$ cat src/rtl/text_line_builder_pkg.sv
// Shared types and font constants for the text line builder (package my_types).
package my_types;

   typedef enum logic [1:0] {
      IDLE,
      FETCH,
      DRAIN
   } state_e;

   localparam int GLYPH_W = 8;
   localparam int GLYPH_H = 16;

   localparam int unsigned CODE_BLANK  = 0;
   localparam int unsigned CODE_SOLID  = 1;
   localparam int unsigned CODE_DIGIT0 = 2;
   localparam int unsigned CODE_DIGIT9 = 11;

   // Seven-segment style digits: segments a..g map to seg[6]..seg[0].
   function automatic logic [7:0] digit_row(input int unsigned d, input logic [3:0] r);
      logic [6:0] seg;
      logic [7:0] px;
      case (d)
         0:       seg = 7'b1111110;
         1:       seg = 7'b0110000;
         2:       seg = 7'b1101101;
         3:       seg = 7'b1111001;
         4:       seg = 7'b0110011;
         5:       seg = 7'b1011011;
         6:       seg = 7'b1011111;
         7:       seg = 7'b1110000;
         8:       seg = 7'b1111111;
         9:       seg = 7'b1111011;
         default: seg = '0;
      endcase
      px = '0;
      if (r == 4'd2) begin
         px = seg[6] ? 8'h7E : 8'h00;
      end else if (r >= 4'd3 && r <= 4'd7) begin
         px = (seg[1] ? 8'h40 : 8'h00) | (seg[5] ? 8'h02 : 8'h00);
      end else if (r == 4'd8) begin
         px = seg[0] ? 8'h7E : 8'h00;
      end else if (r >= 4'd9 && r <= 4'd12) begin
         px = (seg[2] ? 8'h40 : 8'h00) | (seg[4] ? 8'h02 : 8'h00);
      end else if (r == 4'd13) begin
         px = seg[3] ? 8'h7E : 8'h00;
      end
      return px;
   endfunction

endpackage

$ cat src/rtl/text_line_builder_font.sv
// Font ROM: one glyph row per code, registered output, one-cycle read latency, no reset.
module text_font_rom
   import my_types::*;
#(
   parameter int CODE_W = 6
) (
   input  logic                         clock,
   input  logic [CODE_W-1:0]            code,
   input  logic [$clog2(GLYPH_H)-1:0]   row,
   output logic [GLYPH_W-1:0]           glyph_q
);

   logic [GLYPH_W-1:0] glyph_d;

   // Codes outside the table fall through to a blank row.
   always_comb begin
      glyph_d = '0;
      if (code == CODE_W'(CODE_SOLID)) begin
         glyph_d = '1;
      end else if (code >= CODE_W'(CODE_DIGIT0) && code <= CODE_W'(CODE_DIGIT9)) begin
         glyph_d = digit_row(32'(code) - CODE_DIGIT0, row);
      end
   end

   always_ff @(posedge clock) begin
      glyph_q <= glyph_d;
   end

endmodule

$ cat src/rtl/text_line_builder.sv
// Renders one pixel row of a text line through the font ROM, one char per cycle.
// Optional per-character inversion is enabled with the TEXT_INVERT_EN macro.
module text_line_builder #(
   parameter int NUM_CHARS = 17,
   parameter int CODE_W    = 6,
   parameter int GLYPH_W   = 8,
   parameter int GLYPH_H   = 16
) (
   input  logic                          clock,
   input  logic                          reset_n,
   input  logic                          req,
   input  logic [$clog2(GLYPH_H)-1:0]    row,
   input  logic [NUM_CHARS*CODE_W-1:0]   chars,
`ifdef TEXT_INVERT_EN
   input  logic [NUM_CHARS-1:0]          inv_mask,
`endif
   output logic                          ready,
   output logic                          valid,
   output logic [NUM_CHARS*GLYPH_W-1:0]  q
);

   import my_types::*;

   localparam int ROW_W = $clog2(GLYPH_H);
   localparam int IDX_W = $clog2(NUM_CHARS + 1);

   state_e                         state_q, state_d;
   logic [IDX_W-1:0]               idx_q, idx_d;
   logic [ROW_W-1:0]               row_q, row_d;
   logic [NUM_CHARS*CODE_W-1:0]    chars_q, chars_d;
   logic [NUM_CHARS*GLYPH_W-1:0]   shadow_q, shadow_d;
   logic [NUM_CHARS*GLYPH_W-1:0]   q_q, q_d;
   logic                           valid_q, valid_d;
`ifdef TEXT_INVERT_EN
   logic [NUM_CHARS-1:0]           inv_q, inv_d;
`endif

   logic [CODE_W-1:0]              code_sel;
   logic [GLYPH_W-1:0]             glyph;
   logic [GLYPH_W-1:0]             pix;
   logic [IDX_W-1:0]               wr_idx;
   logic                           wr_en;

   always_comb begin
      code_sel = '0;
      for (int unsigned i = 0; i < NUM_CHARS; i++) begin
         if (idx_q == IDX_W'(i)) code_sel = chars_q[(NUM_CHARS-1-i)*CODE_W +: CODE_W];
      end
   end

   text_font_rom #(.CODE_W(CODE_W)) u_rom (
      .clock   (clock),
      .code    (code_sel),
      .row     (row_q),
      .glyph_q (glyph)
   );

   // The ROM output trails the index by one edge, so slot idx-1 is written
   // during FETCH and the last slot in DRAIN.
   assign wr_idx = idx_q - 1'b1;
   assign wr_en  = (state_q == FETCH && idx_q != '0) || (state_q == DRAIN);

   always_comb begin
      state_d  = state_q;
      idx_d    = idx_q;
      row_d    = row_q;
      chars_d  = chars_q;
      shadow_d = shadow_q;
      q_d      = q_q;
      valid_d  = 1'b0;
      pix      = glyph;
`ifdef TEXT_INVERT_EN
      inv_d    = inv_q;
`endif
      case (state_q)
         IDLE: begin
            if (req) begin
               state_d = FETCH;
               idx_d   = '0;
               row_d   = row;
               chars_d = chars;
`ifdef TEXT_INVERT_EN
               inv_d   = inv_mask;
`endif
            end
         end
         FETCH: begin
            idx_d = idx_q + 1'b1;
            if (idx_q == IDX_W'(NUM_CHARS - 1)) state_d = DRAIN;
         end
         DRAIN: begin
            state_d = IDLE;
            valid_d = 1'b1;
         end
         default: state_d = IDLE;
      endcase

      if (wr_en) begin
         for (int unsigned i = 0; i < NUM_CHARS; i++) begin
            if (wr_idx == IDX_W'(i)) begin
`ifdef TEXT_INVERT_EN
               pix = glyph ^ {GLYPH_W{inv_q[NUM_CHARS-1-i]}};
`endif
               shadow_d[(NUM_CHARS-1-i)*GLYPH_W +: GLYPH_W] = pix;
            end
         end
      end

      if (state_q == DRAIN) q_d = shadow_d;
   end

   always_ff @(posedge clock or negedge reset_n) begin
      if (!reset_n) begin
         state_q  <= IDLE;
         idx_q    <= '0;
         row_q    <= '0;
         chars_q  <= '0;
         shadow_q <= '0;
         q_q      <= '0;
         valid_q  <= 1'b0;
`ifdef TEXT_INVERT_EN
         inv_q    <= '0;
`endif
      end else begin
         state_q  <= state_d;
         idx_q    <= idx_d;
         row_q    <= row_d;
         chars_q  <= chars_d;
         shadow_q <= shadow_d;
         q_q      <= q_d;
         valid_q  <= valid_d;
`ifdef TEXT_INVERT_EN
         inv_q    <= inv_d;
`endif
      end
   end

   assign ready = (state_q == IDLE);
   assign valid = valid_q;
   assign q     = q_q;

endmodule

$ cat config.mk
export PLATFORM = sky130hd
export DESIGN_NAME = text_line_builder
export DESIGN_NICKNAME = d
export VERILOG_FILES = /design/src/rtl/text_line_builder_pkg.sv /design/src/rtl/text_line_builder_font.sv /design/src/rtl/text_line_builder.sv
export SDC_FILE = /design/constraint.sdc
export NUM_CORES = 1
export LEC_CHECK = 0
export BUFFER_PORTS_ARGS = -buffer_cell sky130_fd_sc_hd__buf_4
export CELL_PAD_IN_SITES_DETAIL_PLACEMENT = 2
export CELL_PAD_IN_SITES_GLOBAL_PLACEMENT = 2
export CORE_ASPECT_RATIO = 1.25
export CORE_MARGIN = 5
export CORE_UTILIZATION = 30
export CTS_CLUSTER_DIAMETER = 200
export DETAILED_ROUTE_END_ITERATION = 10
export GPL_TIMING_DRIVEN = 1
export PLACE_DENSITY = 0.75
export SETUP_SLACK_MARGIN = 0.5
export SKIP_CTS_REPAIR_TIMING = 1
export SLEW_MARGIN = 20
export SYNTH_ARGS = -nofsm -noshare
export SYNTH_HDL_FRONTEND = slang
export SYNTH_SLANG_ARGS = --single-unit
$ cat constraint.sdc
create_clock -name clock -period 5.2 [get_ports clock]
set_clock_uncertainty 0.15 [all_clocks]
set_input_delay 0.26 -clock clock [delete_from_list [all_inputs] [get_ports clock]]
set_output_delay 0.26 -clock clock [all_outputs]
set_load 0.05 [all_outputs]
# --- Word-level counts from Yosys, hierarchy flattened ---
# Memories as Yosys holds them, arrays and structs flattened.
# Index checks and enable logic that the tools add are counted.
totals:
  register_bits: 394
  mem_count: 1
  inputBits: 109
  output_inout_bits: 138
  romBits: 112
classes:
  muxes: 57
  reduce_logical: 14
  eq_ne: 40
  n_addsub: 3
  n_bitwise: 2
  order_cmp: 6
mem_list:
  columns: ["memory", "words", "word_bits", "rd", "rd_clocked_by_memory_dff", "write_ports", "line", "rtl"]
  rows:
  - ["(name not given)", 16, 7, 1, 0, 0, "text_line_builder_pkg.sv:22", "case (d)"]
op_table:
  columns: ["cell", "count"]
  rows:
  - ["2-to-1 mux 8 bit", 23]
  - ["2-to-1 mux 136 bit", 1]
  - ["2-to-1 mux 6 bit", 17]
  - ["== test 5 x 4 -> 1 bit (second input constant)", 16]
  - ["2-to-1 mux 7 bit", 8]
  - ["== test 5 x 3 -> 1 bit (second input constant)", 8]
  - ["zero test 28 bit", 1]
  - ["== test 5 x 2 -> 1 bit (second input constant)", 4]
  - ["OR 8 bit", 2]
  - ["== test 5 x 1 -> 1 bit (second input constant)", 2]
  - ["== test 5 bit (second input constant)", 2]
  - ["zero test 5 bit", 2]
  - ["one-hot mux 5 bit (2 select lines)", 1]
  - ["== test 4 bit (second input constant)", 2]
  - ["2-to-1 mux 2 bit", 4]
  - ["subtractor 6 x 2 -> 7 bit (second input constant)", 1]
  - ["== test 6 x 1 -> 1 bit (second input constant)", 1]
  - ["greater-or-equal comparator 6 x 2 -> 1 bit (second input constant)", 1]
  - ["less-or-equal comparator 6 x 4 -> 1 bit (second input constant)", 1]
  - ["AND reduction 2 bit", 3]
  - ["adder 5 x 1 -> 5 bit (second input constant)", 1]
  - ["2-to-1 mux 5 bit", 1]
  - ["nonzero test 5 bit", 1]
  - ["subtractor 5 x 1 -> 5 bit (second input constant)", 1]
  - ["14 further kinds", 18]

# --- Longest topological paths before layout ---
# Gate-level depths: netlist (run 1).
logic_depth:
  depth_word: 30
  ltp_mapped: 23
  mapped_depth_nobuf: 20

# --- Cells and area by module ---
# From an unflattened synthesis (run 1), not the netlist that was laid out.
unflattened:
  hier_cells: 1418
  area_unflattened_um2: 17072.6
by_module_without_submodules:
  columns: ["mod", "cells_per_inst", "area_per_inst_um2", "seq_area_each_um2", "instances"]
  rows:
  - ["text_line_builder", 1331, 16397.0, 9659.3, 1]
  - ["text_font_rom", 87, 675.6, 80.1, 1]

# --- Least setup slack after synthesis (run 1) ---
# OpenSTA, ideal clock, no wires.
synth_timing:
  path_type: "flip-flop to flip-flop"
  startpoint: "reg idx_q[0]"
  endpoint: "reg u_rom.glyph_q[1]"
  stages_incl_launch_ff: 21
  slack_ps: 808
  required_ps: 4980
  synth_period_minus_slack_ps: 4392
  path_buffers: 4
  arrival_time_ps: 4172
  path_cell_list: "dfrtp_1 -> ha_1 -> clkbuf_1 -> clkbuf_1 -> buf_1 -> and3_1 -> ha_1 -> clkbuf_1 -> a21oi_1 -> a21oi_1 -> o21bai_1 -> inv_1 -> ha_1 -> nand2b_1 -> a21oi_1 -> nand2_1 -> o31ai_1 -> or3b_1 -> a31oi_1 -> o21ai_1 -> a21oi_1"
synth_between:
  elab_chain_cells: 30
  word_cells_on_any_way: 57
synth_rtl:
  columns: ["item", "line", "rtl"]
  rows:
  - ["start, declared", "text_line_builder.sv:28", "logic [IDX_W-1:0] idx_q, idx_d;"]
  - ["start signal, assigned", "text_line_builder.sv:126", "idx_q <= idx_d;"]
  - ["zero test 5 bit", "text_line_builder.sv:47", "if (idx_q == IDX_W'(i)) code_sel = chars_q[(NUM_CHARS-1-i)*CODE_W +: CODE_W];"]
  - ["2-to-1 mux 6 bit (16 in a row)", "text_line_builder.sv:47", null]
  - ["2-to-1 mux 6 bit *", "text_line_builder.sv:47", null]
  - ["subtractor 6 x 2 -> 7 bit", "text_line_builder_font.sv:21", "glyph_d = digit_row(32'(code) - CODE_DIGIT0, row);"]
  - ["memory (16 x 7 bit) or zero test 28 bit (tied branches)", null, null]
  - ["2-to-1 mux 7 bit", "text_line_builder_pkg.sv:22", null]
  - ["2-to-1 mux 7 bit", "text_line_builder_font.sv:20", "end else if (code >= CODE_W'(CODE_DIGIT0) && code <= CODE_W'(CODE_DIGIT9)) begin"]
  - ["2-to-1 mux 7 bit", "text_line_builder_font.sv:18", "if (code == CODE_W'(CODE_SOLID)) begin"]
  - ["2-to-1 mux 7 bit or 2-to-1 mux 2 bit (tied branches)", "text_line_builder_pkg.sv:45, text_line_builder_pkg.sv:43", null]
  - ["2-to-1 mux 8 bit or OR 8 bit (tied branches)", "text_line_builder_pkg.sv:44, text_line_builder_pkg.sv:43", null]
  - ["2-to-1 mux 8 bit", "text_line_builder_pkg.sv:42", "end else if (r >= 4'd9 && r <= 4'd12) begin"]
  - ["2-to-1 mux 8 bit", "text_line_builder_pkg.sv:40", "end else if (r == 4'd8) begin"]
  - ["2-to-1 mux 8 bit", "text_line_builder_pkg.sv:38", "end else if (r >= 4'd3 && r <= 4'd7) begin"]
  - ["2-to-1 mux 8 bit", "text_line_builder_pkg.sv:36", "if (r == 4'd2) begin"]
  - ["2-to-1 mux 8 bit", "text_line_builder_font.sv:20", null]
  - ["end signal, assigned", "text_line_builder_font.sv:26", "glyph_q <= glyph_d;"]
  - ["end, declared", "text_line_builder_font.sv:10", "output logic [GLYPH_W-1:0] glyph_q"]
# Mark *: on every way between the ends. The rest lies on a longest branch, timed or not. The select of a mux whose other input is x is not followed.
# A chain may end at the register's enable or synchronous reset.

# --- Final worst setup path (run 1) ---
# Same ends and word-level chain as after synthesis.

==> out/results.ini, run 1 <==
[synthesis]
synthTopCellsByCount=dfrtp_1 (386), nand2_1 (316), mux2_2 (196)
yosysWarningCount=0
syn_area_per_cell_um2=11.17
synth.most_common_cell=dfrtp_1
synth_largest_area_cell=dfrtp_1
netlist_top_cells_area=dfrtp_1 (59%), mux2_2 (13%), nand2_1 (7.2%)
synth_nets=1599
netlist.area_leader.share=0.5860
async_flop_share=0.9897
netlist_area_um2=16480
syn_inst=1476
synth-edff-count=0
ys_ff_latch=390
synthFlopType=dfrtp_1
ys_seq_area_frac=0.5909
synth_cell_types=75

[timing]
max_slew_margin=0.3109
setup_viol=0
finalCritPeriodShare=0.8568
hold_ws_ps=58.45
setup-tns-final_ps=0
hold_viol=0
drv_slew=0
max_freq_mhz=224.4
min_period_ps=4455
rsz0062_at_grt=false
worst_slew_pin_slew_ps=1032

[critical_path]
crit_fanout=22
critPathMaxStageDelay_ps=490
crit_chain=inv_1, ha_4, buf_4, a221oi_1, nor3_1, a21oi_1, o21ai_0, nand2_1, a311oi_1, o221ai_1, a31o_2, ha_1, mux2i_1, o22ai_1, a2111oi_2, o21ai_0, nor2_1, nor3_2, a21oi_1
cp.arrival_ps=4790
critPathKind=reg -> reg
critPathSlowestCell=dfrtp_1
critPathBufInv=2
worst_ep_required_time_ps=5530
end_kind=register
crit_family=compound AO/OA/AOI/OAI gates
cp-start-kind=register

[min_path]
hold_class=in -> async

[layout]
fin_nets=1932
area_delta_synth_final_pct=30.73
drive_gt1_frac=0.3132
nFillCells=5630
layout.cells.non_filler=2573

[global_route]
top_usage_layer=met2
antenna_found_initial=2
grt_pass1_vias=13750
use_met2=0.3187
grt.total_usage=0.1714
grt.met3_usage=0.03202
grt_max_degree=150
grt.overflow.total=0
grt_pass1_wl_um=80360
met1_usage=0.1963

[drt]
vias=12590
ant_nets=0
wirelength_um=56680
viasPerCell=4.893
wl_per_cell_um=22.03
first_pass_iters=4
drc=0
initialDrtViolationCount=716

[die]
rows=96
dieArea_um2=59760
ios=247
start_util=0.3016
die_h_um=272.1
die_w_um=219.7
coreArea_um2=54650

[outcome]
outcome=finished, final reports clean

[power]
p_per_area_nw_per_um2=564.3
p_leak_nw=10.41
ir_drop_v=0.0002480

[placed_design]
port_buffers=246
gp_congestion=0.8296
dp_cells=2394
dp.final_hpwl_um=36960

[cts]
clkTransAtPathRegs_ps=60
insertion_delay_ps=580
cts_buffers=41
tritoncts=yes
cts_sinks=390
htreeDepth=2
cts_root_buffer=clkbuf_16
cts_max_path_buffers=3

[job]
max_cap_viol_count=0

==> cell type report <==
type,count,area [um2],share of cell area
Multi-Input combinational cell,938,6215,0.2884
Timing Repair Buffer,371,3114,0.1445
Clock inverter,13,101.3,0.004703
Inverter,67,256.5,0.01190
Tap cell,735,919.6,0.04268
Sequential cell,390,9741,0.4520
Clock buffer,57,1196,0.05551
Antenna cell,2,5.005,0.0002323
==> placed cells by master, fill, tap and decap left out, drive strengths merged, types with 5 or more instances in the layout <==
cell	count
nor3b	5
clkinv	8
a22oi	9
ha	14
dfrtp	386
nand2b	13
a31oi	30
dlygate4sd3	107
nand2	319
o32ai	9
o211ai	5
o21ai	108
nand3b	5
mux2	197
inv	68
a21oi	43
clkbuf	57
nor3	8
o22ai	9
a21o	6
nor2b	11
buf	264
nand3	5
nor2	67
==> report_power, final <==
group / switching, mW / internal (mW)
logic: 2.89 / 1.91
registers: 0.601 / 3.89
clock network: 1.26 / 1.61
total: 4.75 / 7.42
==> sequential cells by signal, summed over array words and instances, names as in the netlist <==
register       cells
shadow_q         136
row_q              4
chars_q          102
idx_q              5
valid              1
state_q            2
q                136
u_rom.glyph_q      4
==> layer usage <==
layer  share of wire  up-vias
met5               0        -
met4           0.039        0
met3           0.042      115
met2            0.54      277
met1            0.38     6509
li1                -     5689
==> worst paths after layout <==
check / from / end / slack, ps / depth (start not counted)
hold / removal: reset_n / shadow_q[53] / 60 / 2
setup reg to reg: idx_q[0] / u_rom.glyph_q[1] / 740 / 19
setup / recovery: idx_q[0] / u_rom.glyph_q[1] / 740 / 19
max in group asynchronous: reset_n / chars_q[0] / 3660 / 3
min in group clock: req / idx_q[2] / 270 / 3
hold reg to reg: q[4] / q[4] / 330 / 2
==> per-stage QoR <==
| step | worst slack [ps] | utilization | instance area [um2] | power, mW |
|---|---|---|---|---|
| after floorplan | 808.4 | - | 16480 | 7.532 |
| after global placement | 763.0 | 0.3496 | 19110 | 8.840 |
| after detailed placement | 451.3 | 0.3496 | 19110 | 9.113 |
| after CTS | 402.8 | 0.3733 | 20400 | 12.05 |
| after global routing | 359.2 | 0.3943 | 21550 | 12.90 |
| final | 744.6 | 0.3943 | 21550 | 12.16 |
==> kinds of logic (layout without fill, tap and decap cells) <==
| family | Yosys count | in the layout | share of synthesized area |
|---|---|---|---|
| AO/OA/AOI/OAI | 257 | 257 | 0.09800 |
| flip-flops | 390 | 390 | 0.5909 |
| adder cells (fa/ha/maj) | 14 | 14 | 0.01063 |
| buffers and inverters | 148 | 508 | 0.03666 |
| other | 0 | 2 | 0 |
| multiplexers | 199 | 199 | 0.1360 |
| XOR/XNOR | 4 | 4 | 0.002581 |
| AND/OR/NAND/NOR | 464 | 464 | 0.1252 |
Note: power is estimated with default switching activity, not from simulation.
==> run 2, diff against run 1 <==
- RECOVER_POWER: not set -> 25
==> out/results.ini, run 2 (synthesized netlist as in run 1, its figures left out) <==
[drt]
wl_met2_um=30630  ; about the same
wl_met1_um=21450  ; -0.19%
viasPerCell=4.887  ; -0.13%
wirelength_um=56670  ; about the same
routed-wl-met3_um=2381  ; +0.55%
vias=12570  ; -0.13%
ant_nets=0  ; unchanged
top_layer_used=met4
first_pass_iters=4  ; unchanged
initialDrtViolationCount=721  ; +0.70%
drc=0  ; unchanged
wl_per_cell_um=22.03  ; about the same

[timing]
max_freq_mhz=223.3  ; -0.50%
setup-tns-final_ps=0  ; unchanged
min_period_ps=4478  ; +22.34 ps
rsz0062_at_grt=false
setup_viol=0  ; unchanged
hold_ws_ps=270.8  ; +212.4 ps
worst_slew_pin_slew_ps=2834  ; +1801 ps
max_slew_margin=-0.8891  ; -1.200
hold_viol=0  ; unchanged
drv_slew=47  ; +47
finalCritPeriodShare=0.8611  ; +0.004297

[layout]
layout_commonest_cell=dfrtp_1
fin_nets=1932  ; unchanged
final_util=0.3928  ; -0.001443
fin_area_um2=21470  ; -0.37%
multi_input_area_um2=6215  ; unchanged
area_delta_synth_final_pct=30.25
drive_gt1_frac=0.3028  ; -0.01035
nFillCells=5653  ; +0.41%
seqCellArea_um2=9741  ; unchanged
layout_common_cells=dfrtp_1 (386), nand2_1 (316), buf_4 (240)

[critical_path]
crit_fanout=22  ; unchanged
worst_ep_required_time_ps=5530  ; about the same
crit_chain=inv_1, ha_4, buf_4, a221oi_1, nor3_1, a21oi_1, o21ai_0, nand2_1, a311oi_1, o221ai_1, a31o_2, ha_1, mux2i_1, o22ai_1, a2111oi_2, o21ai_0, nor2_1, nor3_2, a21oi_1
critPathSlowestCell=dfrtp_1
cp.arrival_ps=4810  ; +20 ps
critPathMaxStageDelay_ps=490  ; about the same
cp-start-kind=register
rrSetupSlack_ps=720  ; -20 ps
crit_family=compound AO/OA/AOI/OAI gates
critPathKind=reg -> reg
critPathBufInv=2  ; unchanged
end_kind=register

[global_route]
grt.total_usage=0.1714  ; unchanged
grt.overflow.total=0  ; unchanged
antenna_found_initial=2  ; unchanged
grt_pass1_vias=13750  ; unchanged
grt_max_degree=150  ; unchanged
grt_pass1_wl_um=80360  ; unchanged

[placed_design]
dpl-instance-area_um2=19110  ; unchanged
port_buffers=246  ; unchanged
gp_congestion=0.8296  ; unchanged
dp.final_hpwl_um=36960  ; unchanged

[die]
ios=247  ; unchanged
start_util=0.3016  ; unchanged
dieArea_um2=59760  ; unchanged
die_h_um=272.1  ; unchanged
die_w_um=219.7  ; unchanged
rows=96  ; unchanged
coreArea_um2=54650  ; unchanged

[power]
ir_drop_v=0.0002474  ; -0.27%
p_per_area_nw_per_um2=565.6  ; +0.22%
p_leak_nw=10.33  ; -0.78%
power_mw=12.14  ; -0.15%

[cts]
insertion_delay_ps=580  ; about the same
htreeDepth=2  ; unchanged
tritoncts=yes
cts_sinks=390  ; unchanged
cts_buffers=41  ; unchanged
clkTransAtPathRegs_ps=60  ; about the same
cts_max_path_buffers=3  ; unchanged
cts_root_buffer=clkbuf_16

[job]
max_cap_viol_count=1  ; +1

[outcome]
outcome=finished with violations
violations=capacitance limit, slew limit

[min_path]
hold_class=in -> reg

run 2: worst reg2reg max path: cells and delay by family (launching register included):
kind                     cells  cell delay, ps
buffers and inverters        2             550
multiplexers                 1             170
adder cells (fa/ha/maj)      2             590
flip-flops                   1             490
AND/OR/NAND/NOR              4             500
AO/OA/AOI/OAI               10            1940
run 2: stage by stage:
step,cells,setup slack (ps)
2_1_floorplan,1476,808.4
3_3_place_gp,2394,763.0
3_5_place_dp,2394,451.3
4_1_cts,2464,402.8
5_1_grt,2573,359.2
6_report,2573,722.3
run 2: layout make-up:
cell class | count | area share
clock inverters | 13 | 0.004721
repair buffers | 371 | 0.1414
clock buffers | 57 | 0.05571
multi-input cells | 938 | 0.2895
diodes | 2 | 0.0002331
well taps | 735 | 0.04283
inverters | 67 | 0.01195
flip-flops and latches | 390 | 0.4537
run 2: final timing paths:
check,start,endpoint,depth (start not counted)
max,idx_q[0],u_rom.glyph_q[1],19
min,req,idx_q[2],3
max reg2reg,idx_q[0],u_rom.glyph_q[1],19
min reg2reg,q[4],q[4],2
max in group asynchronous,reset_n,chars_q[0],3
min in group asynchronous,reset_n,shadow_q[53],2
run 2: metal layers:
layer / GRT usage / up-vias
met5: 0 / -
met1: 0.1963 / 6489
met2: 0.3187 / 281
li1: - / 5687
met4: 0.05701 / 0
met3: 0.03202 / 117
run 2: power by group:
part	internal [mW]	switching, mW
clock	1.61	1.25
sequential	3.89	0.600
combinational	1.89	2.89
